--- src/rtl/fetch_pkg.sv ---
// Shared types and defaults for the instruction fetch sequencer.
package fetch_pkg;

  typedef enum logic [1:0] {
    IDLE = 2'd0,
    RUN  = 2'd1,
    HALT = 2'd2
  } fetch_state_t;

  typedef struct packed {
    logic [31:0] pc;
    logic [31:0] inst;
  } fetch_entry_t;

  localparam int          ENTRY_W      = 64;
  localparam logic [31:0] DEF_START_PC = 32'h0000_0000;
  localparam logic [31:0] DEF_PC_STEP  = 32'd1;

endpackage

--- src/rtl/fetch_skid_fifo.sv ---
// Two-entry FIFO holding fetched {pc, inst} pairs; flush beats push.
module fetch_skid_fifo
  import fetch_pkg::*;
(
  input  logic               clk,
  input  logic               rst_n,
  input  logic               push,
  input  logic               pop,
  input  logic               flush,
  input  logic [ENTRY_W-1:0] din,
  output logic [ENTRY_W-1:0] head,
  output logic [1:0]         count,
  output logic               empty,
  output logic               full
);

  logic [ENTRY_W-1:0] mem [2];
  logic               rd_ptr;
  logic               wr_ptr;
  logic               do_push;
  logic               do_pop;

  // A push into a full queue is legal only when the head leaves this cycle.
  assign do_push = push & (~full | pop);
  assign do_pop  = pop & ~empty;
  assign empty   = (count == 2'd0);
  assign full    = (count == 2'd2);
  assign head    = mem[rd_ptr];

  // Pointer and occupancy control; flush empties the queue outright.
  always_ff @(posedge clk or negedge rst_n) begin
    if (!rst_n) begin
      rd_ptr <= 1'b0;
      wr_ptr <= 1'b0;
      count  <= 2'd0;
    end else if (flush) begin
      rd_ptr <= 1'b0;
      wr_ptr <= 1'b0;
      count  <= 2'd0;
    end else begin
      if (do_push) wr_ptr <= ~wr_ptr;
      if (do_pop)  rd_ptr <= ~rd_ptr;
      case ({do_push, do_pop})
        2'b10:   count <= count + 2'd1;
        2'b01:   count <= count - 2'd1;
        default: count <= count;
      endcase
    end
  end

  // Entry storage carries no reset; validity comes from count alone.
  always_ff @(posedge clk) begin
    if (do_push && !flush) mem[wr_ptr] <= din;
  end

endmodule

--- src/rtl/fetch_sequencer.sv ---
// Drives the PC into a synchronous-read instruction memory, tags the
// returning word, and queues {pc, inst} pairs for decode.
module fetch_sequencer
  import fetch_pkg::*;
#(
  parameter logic [31:0] START_PC = DEF_START_PC,
  parameter logic [31:0] PC_STEP  = DEF_PC_STEP,
  parameter int          DEPTH    = 2  // the queue is fixed at two entries
) (
  input  logic        clk,
  input  logic        rst_n,
  input  logic        start,
  input  logic        halt,
  input  logic        redirect_valid,
  input  logic [31:0] redirect_pc,
  output logic [31:0] imem_addr,
  input  logic [31:0] imem_rdata,
  output logic        out_valid,
  input  logic        out_ready,
  output logic [31:0] out_inst,
  output logic [31:0] out_pc,
  output logic        busy
);

  localparam logic [2:0] DEPTH_L = 3'(DEPTH);

  fetch_state_t       state;
  fetch_state_t       state_nx;
  logic [31:0]        fetch_pc;
  logic [31:0]        rsp_pc;
  logic               rsp_v;
  logic [1:0]         count;
  logic               empty;
  logic               full;
  logic [ENTRY_W-1:0] head_raw;
  fetch_entry_t       head;
  fetch_entry_t       rsp_entry;
  logic               start_ok;
  logic               redir_ok;
  logic               flush;
  logic               pop;
  logic               issue;
  logic [2:0]         occ;

  assign start_ok = start & (state != RUN);
  assign redir_ok = redirect_valid & (state != IDLE);
  assign flush    = start_ok | redir_ok;
  assign pop      = out_valid & out_ready;

  // Occupancy after this edge if we issue nothing: queued + in flight - leaving.
  assign occ   = {1'b0, count} + {2'b00, rsp_v} - {2'b00, pop};
  assign issue = (state == RUN) & ~halt & ~redirect_valid & (occ < DEPTH_L);

  assign imem_addr = fetch_pc;

  assign rsp_entry.pc   = rsp_pc;
  assign rsp_entry.inst = imem_rdata;
  assign head           = fetch_entry_t'(head_raw);

  assign out_valid = ~empty;
  assign out_pc    = empty ? 32'd0 : head.pc;
  assign out_inst  = empty ? 32'd0 : head.inst;
  assign busy      = (state == RUN) | rsp_v | ~empty;

  fetch_skid_fifo u_fifo (
    .clk   (clk),
    .rst_n (rst_n),
    .push  (rsp_v),
    .pop   (pop),
    .flush (flush),
    .din   (rsp_entry),
    .head  (head_raw),
    .count (count),
    .empty (empty),
    .full  (full)
  );

  // State register.
  always_ff @(posedge clk or negedge rst_n) begin
    if (!rst_n) state <= IDLE;
    else        state <= state_nx;
  end

  // Next state: start leaves IDLE/HALT, halt only matters while running.
  always_comb begin
    state_nx = state;
    case (state)
      IDLE:    if (start) state_nx = RUN;
      RUN:     if (halt)  state_nx = HALT;
      HALT:    if (start) state_nx = RUN;
      default: state_nx = IDLE;
    endcase
  end

  // PC and in-flight tag; start beats redirect, both discard the in-flight word.
  always_ff @(posedge clk or negedge rst_n) begin
    if (!rst_n) begin
      fetch_pc <= START_PC;
      rsp_v    <= 1'b0;
    end else begin
      rsp_v <= issue;
      if (start_ok)      fetch_pc <= START_PC;
      else if (redir_ok) fetch_pc <= redirect_pc;
      else if (issue)    fetch_pc <= fetch_pc + PC_STEP;
    end
  end

  // PC of the word the memory returns next cycle; only meaningful with rsp_v.
  always_ff @(posedge clk) begin
    if (issue) rsp_pc <= fetch_pc;
  end

endmodule

--- config.mk ---
export PLATFORM = sky130hd
export DESIGN_NAME = fetch_sequencer
export DESIGN_NICKNAME = d
export VERILOG_FILES = /design/src/rtl/fetch_pkg.sv /design/src/rtl/fetch_skid_fifo.sv /design/src/rtl/fetch_sequencer.sv
export SDC_FILE = /design/constraint.sdc
export NUM_CORES = 1
export LEC_CHECK = 0
export CORE_ASPECT_RATIO = 1.1
export CORE_MARGIN = 4
export CORE_UTILIZATION = 28
export CTS_BUF_LIST = sky130_fd_sc_hd__clkbuf_2
export DETAILED_ROUTE_END_ITERATION = 12
export GPL_TIMING_DRIVEN = 0
export RECOVER_POWER = 50
export SYNTH_ARGS = -nofsm -noshare
export SYNTH_HDL_FRONTEND = slang
export SYNTH_SLANG_ARGS = --single-unit
--- constraint.sdc ---
create_clock -name clk -period 19.1 [get_ports clk]
set_input_delay 1.91 -clock clk [delete_from_list [all_inputs] [get_ports clk]]
set_output_delay 1.91 -clock clk [all_outputs]
set_load 0.05 [all_outputs]
==> results.md, run 1 <==
- **fraction of the yosys area taken by sequential cells** 69.56%
- **Worst Path Required** 17.19 ns
- **Worst-Margin Slew** 2.030 ns
- **die height** 188.7 um
- **Worst VDD drop** 31.68 uV
- **post-synthesis cell count** 612
- **post-detailed-route wirelength per cell** 17.92 um
- **number of CTS-inserted buffers** 17
- **Design Power** 0.9739 mW
- **fraction of the cycle the final worst path needs** 28.03%
- **final weighted congestion in routability-driven placement** 0.8498
- **num rows** 65
- **Pwr per Cell Area** 90.22 mW/mm2
- **starting density of the core** 28.70%
- **kind of critical path** reg2out
- **remaining antenna violation count after routing** 0
- **asr flop ratio synth** 19.60%
- **Longest Clk Path Bufs** 2
- **overall die area** 0.03250 mm2
- **maximum number of pins on one net before global-route repair** 40
- **number of different library cells in the post-synthesis netlist** 53
- **first-pass GRT wire length** 33110 um
- **Primary FF master, synth** sky130_fd_sc_hd__edfxtp_1
- **failing checks** capacitance limit, slew limit
- **half-perimeter wire length after placement** 15880 um
- **total wirelength of the detailed-routed design** 21370 um
- **Root Buffer** sky130_fd_sc_hd__clkbuf_2
- **worst hold-check path type** reg2reg
- **flip-flop and latch count after synthesis** 199
- **H-Tree Level Count** 4
- **starting DRC count in detailed routing** 467
- **number of iterations in the first detailed-routing pass** 5
- **fillers** 2778
- **core region area** 0.02895 mm2
- **TritonCTS clock tree** built
- **Maximum Capacitance Violations** 1
- **maximum net fanout on the critical path** 10
- **aggregate negative setup slack** 0 ns
- **horizontal die dimension** 172.3 um
- **Congestion Overflow GR** 0
- **final hold slack** 0.4628 ns
- **Yosys warning total** 0
- **clock slew at reported path FFs** 0.31 ns
- **I/O pin count** 168
- **Final Core Density** 37.28%
- **leakage** 3.619 nW
- **mean instance size in the synthesized netlist** 13.58 um2
- **endpoints failing hold** 0
- **worst path setup slack after routing** 13.75 ns
- **global-route usage over all layers** 13.30%
- **antenna violations before repair** 1
- **summed instance area of the synthesized netlist** 0.008310 mm2
- **# nets final** 884
- **remaining max-slew budget at the tightest pin** -35.34%
- **Worst-Skew Late Latency** 0.77 ns
- **kind of end point of the critical path** output pin
- **number of enable-type register cells in the synthesized netlist** 160
- **cell accounting for the most synthesized area** sky130_fd_sc_hd__edfxtp_1
- **Hold Buf Count CTS** 0
- **worst-case clock skew** 0.03828 ns
- **result of the run** complete, but fails checks
- **total setup violations reported at the end of the flow** 0
- **share of layout cells above drive strength 1** 8.010%
- **kind of start point of the critical path** flip-flop
- **worst slack at placement** 13.65 ns
- **number of global-route vias before repair** 5749
- **ranking of synthesized cells by area** sky130_fd_sc_hd__edfxtp_1 58%, sky130_fd_sc_hd__dfrtp_1 12%, sky130_fd_sc_hd__mux2i_1 7.8%
- **max-slew violation total from the final report** 37
- **time the worst path needs with I/O delays and setup** 5.353 ns
- **area added between synthesis and finish** 29.89%
- **number of vias in the routed layout** 5666
- **RSZ-0062 raised after global routing** false
- **DRC violation count after routing** 0
- **number of buffers inserted by post-CTS setup repair** 0
- **area share of the largest cell type after synthesis** 57.81%
- **maximum operating frequency** 0.1868 GHz
- **sinks on the clock net** 199
- **post-CTS resize count** 0
- **syn nets** 685
- **Arrival @ worst endpoint** 3.44 ns
- **via-per-instance ratio** 4.749
- **count of buffers from port buffering** 167
- **worst reg2reg setup slack** 15.49 ns
[cell usage after synthesis (all sizes together), types with 8 or more instances]
| master | n |
|---|---|
| nand2 | 24 |
| a21oi | 23 |
| nand4 | 15 |
| nor3 | 9 |
| nand3 | 12 |
| inv | 9 |
| nor4 | 8 |
| nor2 | 93 |
| edfxtp | 160 |
| dfrtp | 39 |
| buf | 26 |
| o21ai | 54 |
| mux2i | 65 |
[per-layer routing]
layer | GRT usage, % | vias to the layer above | share of wire (%)
met5 | 0 | - | 0
met4 | 4.082 | 0 | 1.6
met3 | 2.728 | 26 | 4.8
met2 | 22.93 | 171 | 52
met1 | 16.70 | 2757 | 42
li1 | - | 2712 | -
[area by class of cell]
| type | count | area, um2 | area share [%] |
|---|---|---|---|
| Sequential cell | 199 | 5781 | 53.55 |
| Multi-Input combinational cell | 374 | 2361 | 21.87 |
| Timing Repair Buffer | 180 | 1767 | 16.37 |
| Tap cell | 368 | 460.4 | 4.266 |
| Clock inverter | 14 | 163.9 | 1.518 |
| Buffer | 30 | 135.1 | 1.252 |
| Clock buffer | 18 | 90.09 | 0.8346 |
| Inverter | 9 | 33.78 | 0.3130 |
| Antenna cell | 1 | 2.502 | 0.02318 |
[worst max-delay path, stage by stage (launching register included)]
cell and delay (ns):
sky130_fd_sc_hd__dfrtp_1 0.54, sky130_fd_sc_hd__nor2_1 0.24, sky130_fd_sc_hd__clkbuf_1 0.57, sky130_fd_sc_hd__buf_1 0.47, sky130_fd_sc_hd__nor2_1 0.11, sky130_fd_sc_hd__clkdlybuf4s50_1 0.72
[cell usage in the layout, fill, tap and decap left out, drive strengths merged, types with 2 or more instances in the layout]
| master | instances |
|---|---|
| clkdlybuf4s50 | 132 |
| dfrtp | 39 |
| xnor2 | 3 |
| buf | 33 |
| mux2i | 65 |
| a21oi | 23 |
| and3 | 5 |
| o21ai | 54 |
| a21o | 3 |
| nor4b | 2 |
| a32oi | 3 |
| clkinv | 3 |
| o31a | 2 |
| o22ai | 2 |
| nand2b | 4 |
| ha | 2 |
| and4 | 4 |
| and2 | 4 |
| nand4 | 15 |
| o31ai | 2 |
| xor2 | 2 |
| a22o | 3 |
| a31oi | 7 |
| nor3b | 2 |
| dlygate4sd3 | 34 |
| a211oi | 2 |
| a22oi | 7 |
| nor4 | 8 |
| clkbuf | 29 |
| inv | 19 |
| nand2 | 24 |
| edfxtp | 160 |
| nor2 | 93 |
| nand3 | 12 |
| nor3 | 9 |
[per-stage QoR]
step	instances	area, um2
3_3_place_gp	1147	10440
2_1_floorplan	612	8310
4_1_cts	1192	10850
6_report	1193	10790
5_1_grt	1193	10790
3_5_place_dp	1160	10600
[registers in the layout (all words and copies together), names as in the netlist]
name           flops
u_fifo.mem       128
imem_addr         32
rsp_v              1
u_fifo.rd_ptr      1
rsp_pc            32
state              2
u_fifo.wr_ptr      1
u_fifo.count       2
[power by group]
group	switching [mW]	internal, mW	leakage (nW)
clock network	0.154	0.0558	0.158
registers	0.0295	0.496	1.99
logic	0.158	0.0804	1.47
[final timing paths]
kind / startpoint / to / depth (start not counted)
worst max-delay path: u_fifo.count[1] / out_inst[7] / 5
worst min-delay path: rsp_pc[1] / u_fifo.mem[0][33] / 0
worst max register to register: u_fifo.count[1] / imem_addr[9] / 11
worst min register to register: rsp_pc[1] / u_fifo.mem[0][33] / 0
max in group asynchronous: rst_n / imem_addr[2] / 2
min in group asynchronous: rst_n / rsp_v / 1
[cell families (layout without fill, tap and decap cells)]
kind of cell	count (synthesis)	after routing	share of synthesized area [%]
AND/OR/NAND/NOR	186	186	11.32
AO/OA/AOI/OAI	115	115	8.190
other	0	1	0
adder cells (fa/ha/maj)	3	3	0.5420
flip-flops	199	199	69.56
buffers and inverters	39	251	2.032
multiplexers	65	65	7.829
XOR/XNOR	5	5	0.5270
Note: power is estimated with default switching activity, not from simulation.
==> run 2, diff against run 1 <==
- clock period: 19.1 -> 5.3 ns (I/O delays scaled with it)
==> run 2 against run 1 <==
The flow still finishes with violations (capacitance limit, slew limit). Cell count shrank 0.34%. Wire length shrank 0.79%. First-iteration DRC count shrank 17%. Via count shrank 0.64%. Global-route usage shrank 0.12 points. Critical endpoint is now u_fifo.mem[1][10]. Largest power group unchanged.
==> results.md, run 2 (same netlist as run 1, synthesis figures left out) <==
- **result of the run** complete, but fails checks
- **failing checks** capacitance limit, slew limit
- **antenna violations before repair** 1, unchanged
- **worst path setup slack after routing** 1.163 ns, -12.58 ns
- **H-Tree Level Count** 4, unchanged
- **final hold slack** 0.3460 ns, -0.1168 ns
- **Pwr per Cell Area** 326.1 mW/mm2, +260%
- **Critical Path Slowest Stage Cell** sky130_fd_sc_hd__nor3b_1
- **number of global-route vias before repair** 5716, -0.57%
- **most common cell after layout, fill and taps aside** sky130_fd_sc_hd__edfxtp_1
- **leakage** 3.715 nW, +2.7%
- **capture instance of the worst register-to-register path** u_fifo.mem[1][10]
- **number of vias in the routed layout** 5630, -0.64%
- **# nets final** 880, -0.45%
- **list of cells traversed by the critical path** o21ai_0, nand2_1, nor3b_1, buf_8, buf_8
- **kind of start point of the critical path** flip-flop
- **sinks on the clock net** 199, unchanged
- **area added between synthesis and finish** 30.67%
- **Worst VDD drop** 141.1 uV, +350%
- **fraction of the cycle the final worst path needs** 78.06%
- **num rows** 65, unchanged
- **Reg with most FFs** u_fifo.mem
- **kind of end point of the critical path** flip-flop
- **Worst-Skew Late Latency** 0.73 ns, -0.04 ns
- **end point of the worst hold path** imem_addr[14]
- **maximum operating frequency** 0.2417 GHz
- **most frequent cells in the layout** 160 x sky130_fd_sc_hd__edfxtp_1, 109 x sky130_fd_sc_hd__clkdlybuf4s50_1, 92 x sky130_fd_sc_hd__nor2_1
- **kind of critical path** reg2reg
- **first-pass GRT wire length** 32900 um, -0.63%
- **Design Power** 3.541 mW, +260%
- **total setup violations reported at the end of the flow** 0, unchanged
- **depth of the worst register-to-register path** 5, -6
- **Congestion Overflow GR** 0, unchanged
- **I/O pin count** 168, unchanged
- **Hold Buf Count CTS** 2, +2
- **post-detailed-route wirelength per cell** 17.83 um, -0.46%
- **number of buffers inserted by post-CTS setup repair** 0, unchanged
- **Final Core Density** 37.51%, +0.22 points
- **RSZ-0062 raised after global routing** false
- **global-route usage over all layers** 13.18%, -0.12 points
- **Maximum Capacitance Violations** 3, +2
- **post-CTS resize count** 0, unchanged
- **endpoints failing hold** 0, unchanged
- **hold path start** redirect_pc[14]
- **Longest Clk Path Bufs** 2, unchanged
- **number of CTS-inserted buffers** 17, unchanged
- **maximum number of pins on one net before global-route repair** 40, unchanged
- **time the worst path needs with I/O delays and setup** 4.137 ns
- **die height** 188.7 um, unchanged
- **core region area** 0.02895 mm2, unchanged
- **number of iterations in the first detailed-routing pass** 4, -1
- **starting density of the core** 28.70%, unchanged
- **DRC violation count after routing** 0, unchanged
- **starting DRC count in detailed routing** 388, -17%
- **TritonCTS clock tree** built
- **max-slew violation total from the final report** 61, +65%
- **total wirelength of the detailed-routed design** 21200 um, -0.79%
- **count of buffers from port buffering** 167, unchanged
- **maximum net fanout on the critical path** 18, +8
- **worst slack at placement** 1.225 ns, -12.43 ns
- **critical path's most frequent cell** sky130_fd_sc_hd__buf_8
- **remaining max-slew budget at the tightest pin** -55.84%, -21 points
- **category of cells accounting for the largest share of critical-path delay** simple AND/OR/NAND/NOR gates
- **Arrival @ worst endpoint** 4.60 ns, +1.16 ns
- **remaining antenna violation count after routing** 0, unchanged
- **share of layout cells above drive strength 1** 7.927%, -0.083 points
- **clock slew at reported path FFs** 0.33 ns, +0.02 ns
- **Root Buffer** sky130_fd_sc_hd__clkbuf_2
- **hold path depth** 3, +3
- **Worst-Margin Slew** 2.333 ns, +0.3025 ns
- **max FFs per register** 128, unchanged
- **horizontal die dimension** 172.3 um, unchanged
- **fillers** 2799, +0.76%
- **Bufs and invs on worst path** 2, -1
- **worst-case clock skew** 0.04685 ns, +0.008568 ns
- **Reg2Reg Launch Point** state[0]
- **worst reg2reg setup slack** 1.16 ns, -14.33 ns
- **slowest cell delay on critical path** 1.87 ns, +1.15 ns
- **aggregate negative setup slack** 0 ns, unchanged
- **overall die area** 0.03250 mm2, unchanged
- **via-per-instance ratio** 4.735, -0.30%
- **Worst Path Required** 5.77 ns, -11.42 ns
- **worst hold-check path type** in2reg
- **final weighted congestion in routability-driven placement** 0.8545, +0.55%
- **half-perimeter wire length after placement** 15650 um, -1.4%
run 2: where the power goes:
group | internal, mW | total, mW | switching, mW
clock | 0.245 | 0.796 | 0.552
sequential | 1.79 | 1.89 | 0.104
combinational | 0.285 | 0.854 | 0.569
run 2: cell type report:
cell class	instances	area (um2)	area share [%]
Sequential cell	199	5781	53.23
Timing Repair Buffer	176	1817	16.73
Multi-Input combinational cell	374	2361	21.74
Clock buffer	18	90.09	0.8296
Buffer	30	135.1	1.244
Tap cell	368	460.4	4.240
Antenna cell	1	2.502	0.02304
Inverter	9	33.78	0.3111
Clock inverter	14	178.9	1.648
run 2: stage by stage:
| step | instances | area (um2) |
|---|---|---|
| floorplan | 612 | 8320 |
| global placement | 1147 | 10450 |
| detailed placement | 1154 | 10610 |
| CTS | 1188 | 10900 |
| global route | 1189 | 10860 |
| finish | 1189 | 10860 |
run 2: how the worst max path moves through the flow:
| stage | start | to | slack [ns] | depth (start not counted) |
|---|---|---|---|---|
| after floorplan | state[0] | u_fifo.mem[1][0] | 1.24 | 3 |
| after global placement | redirect_valid | u_fifo.mem[1][2] | -1.01 | 4 |
| after detailed placement | out_ready | imem_addr[4] | 1.22 | 11 |
| after CTS | u_fifo.count[1] | out_inst[5] | 1.09 | 5 |
| after global routing | state[0] | u_fifo.mem[1][6] | 0.83 | 5 |
| final | state[0] | u_fifo.mem[1][10] | 1.16 | 5 |
run 2: per-layer routing:
metal	vias up	global-route usage, %	wire, um
li1	2691	-	-
met1	2756	17.05	9251
met2	167	22.06	10710
met3	16	2.707	953
met4	0	4.264	287
met5	-	0	0
run 2: worst min-delay path, cell delays in order:
cell                              delay [ns]
sky130_fd_sc_hd__clkdlybuf4s50_1        0.41
sky130_fd_sc_hd__a21oi_1                0.13
sky130_fd_sc_hd__o21ai_1                0.06
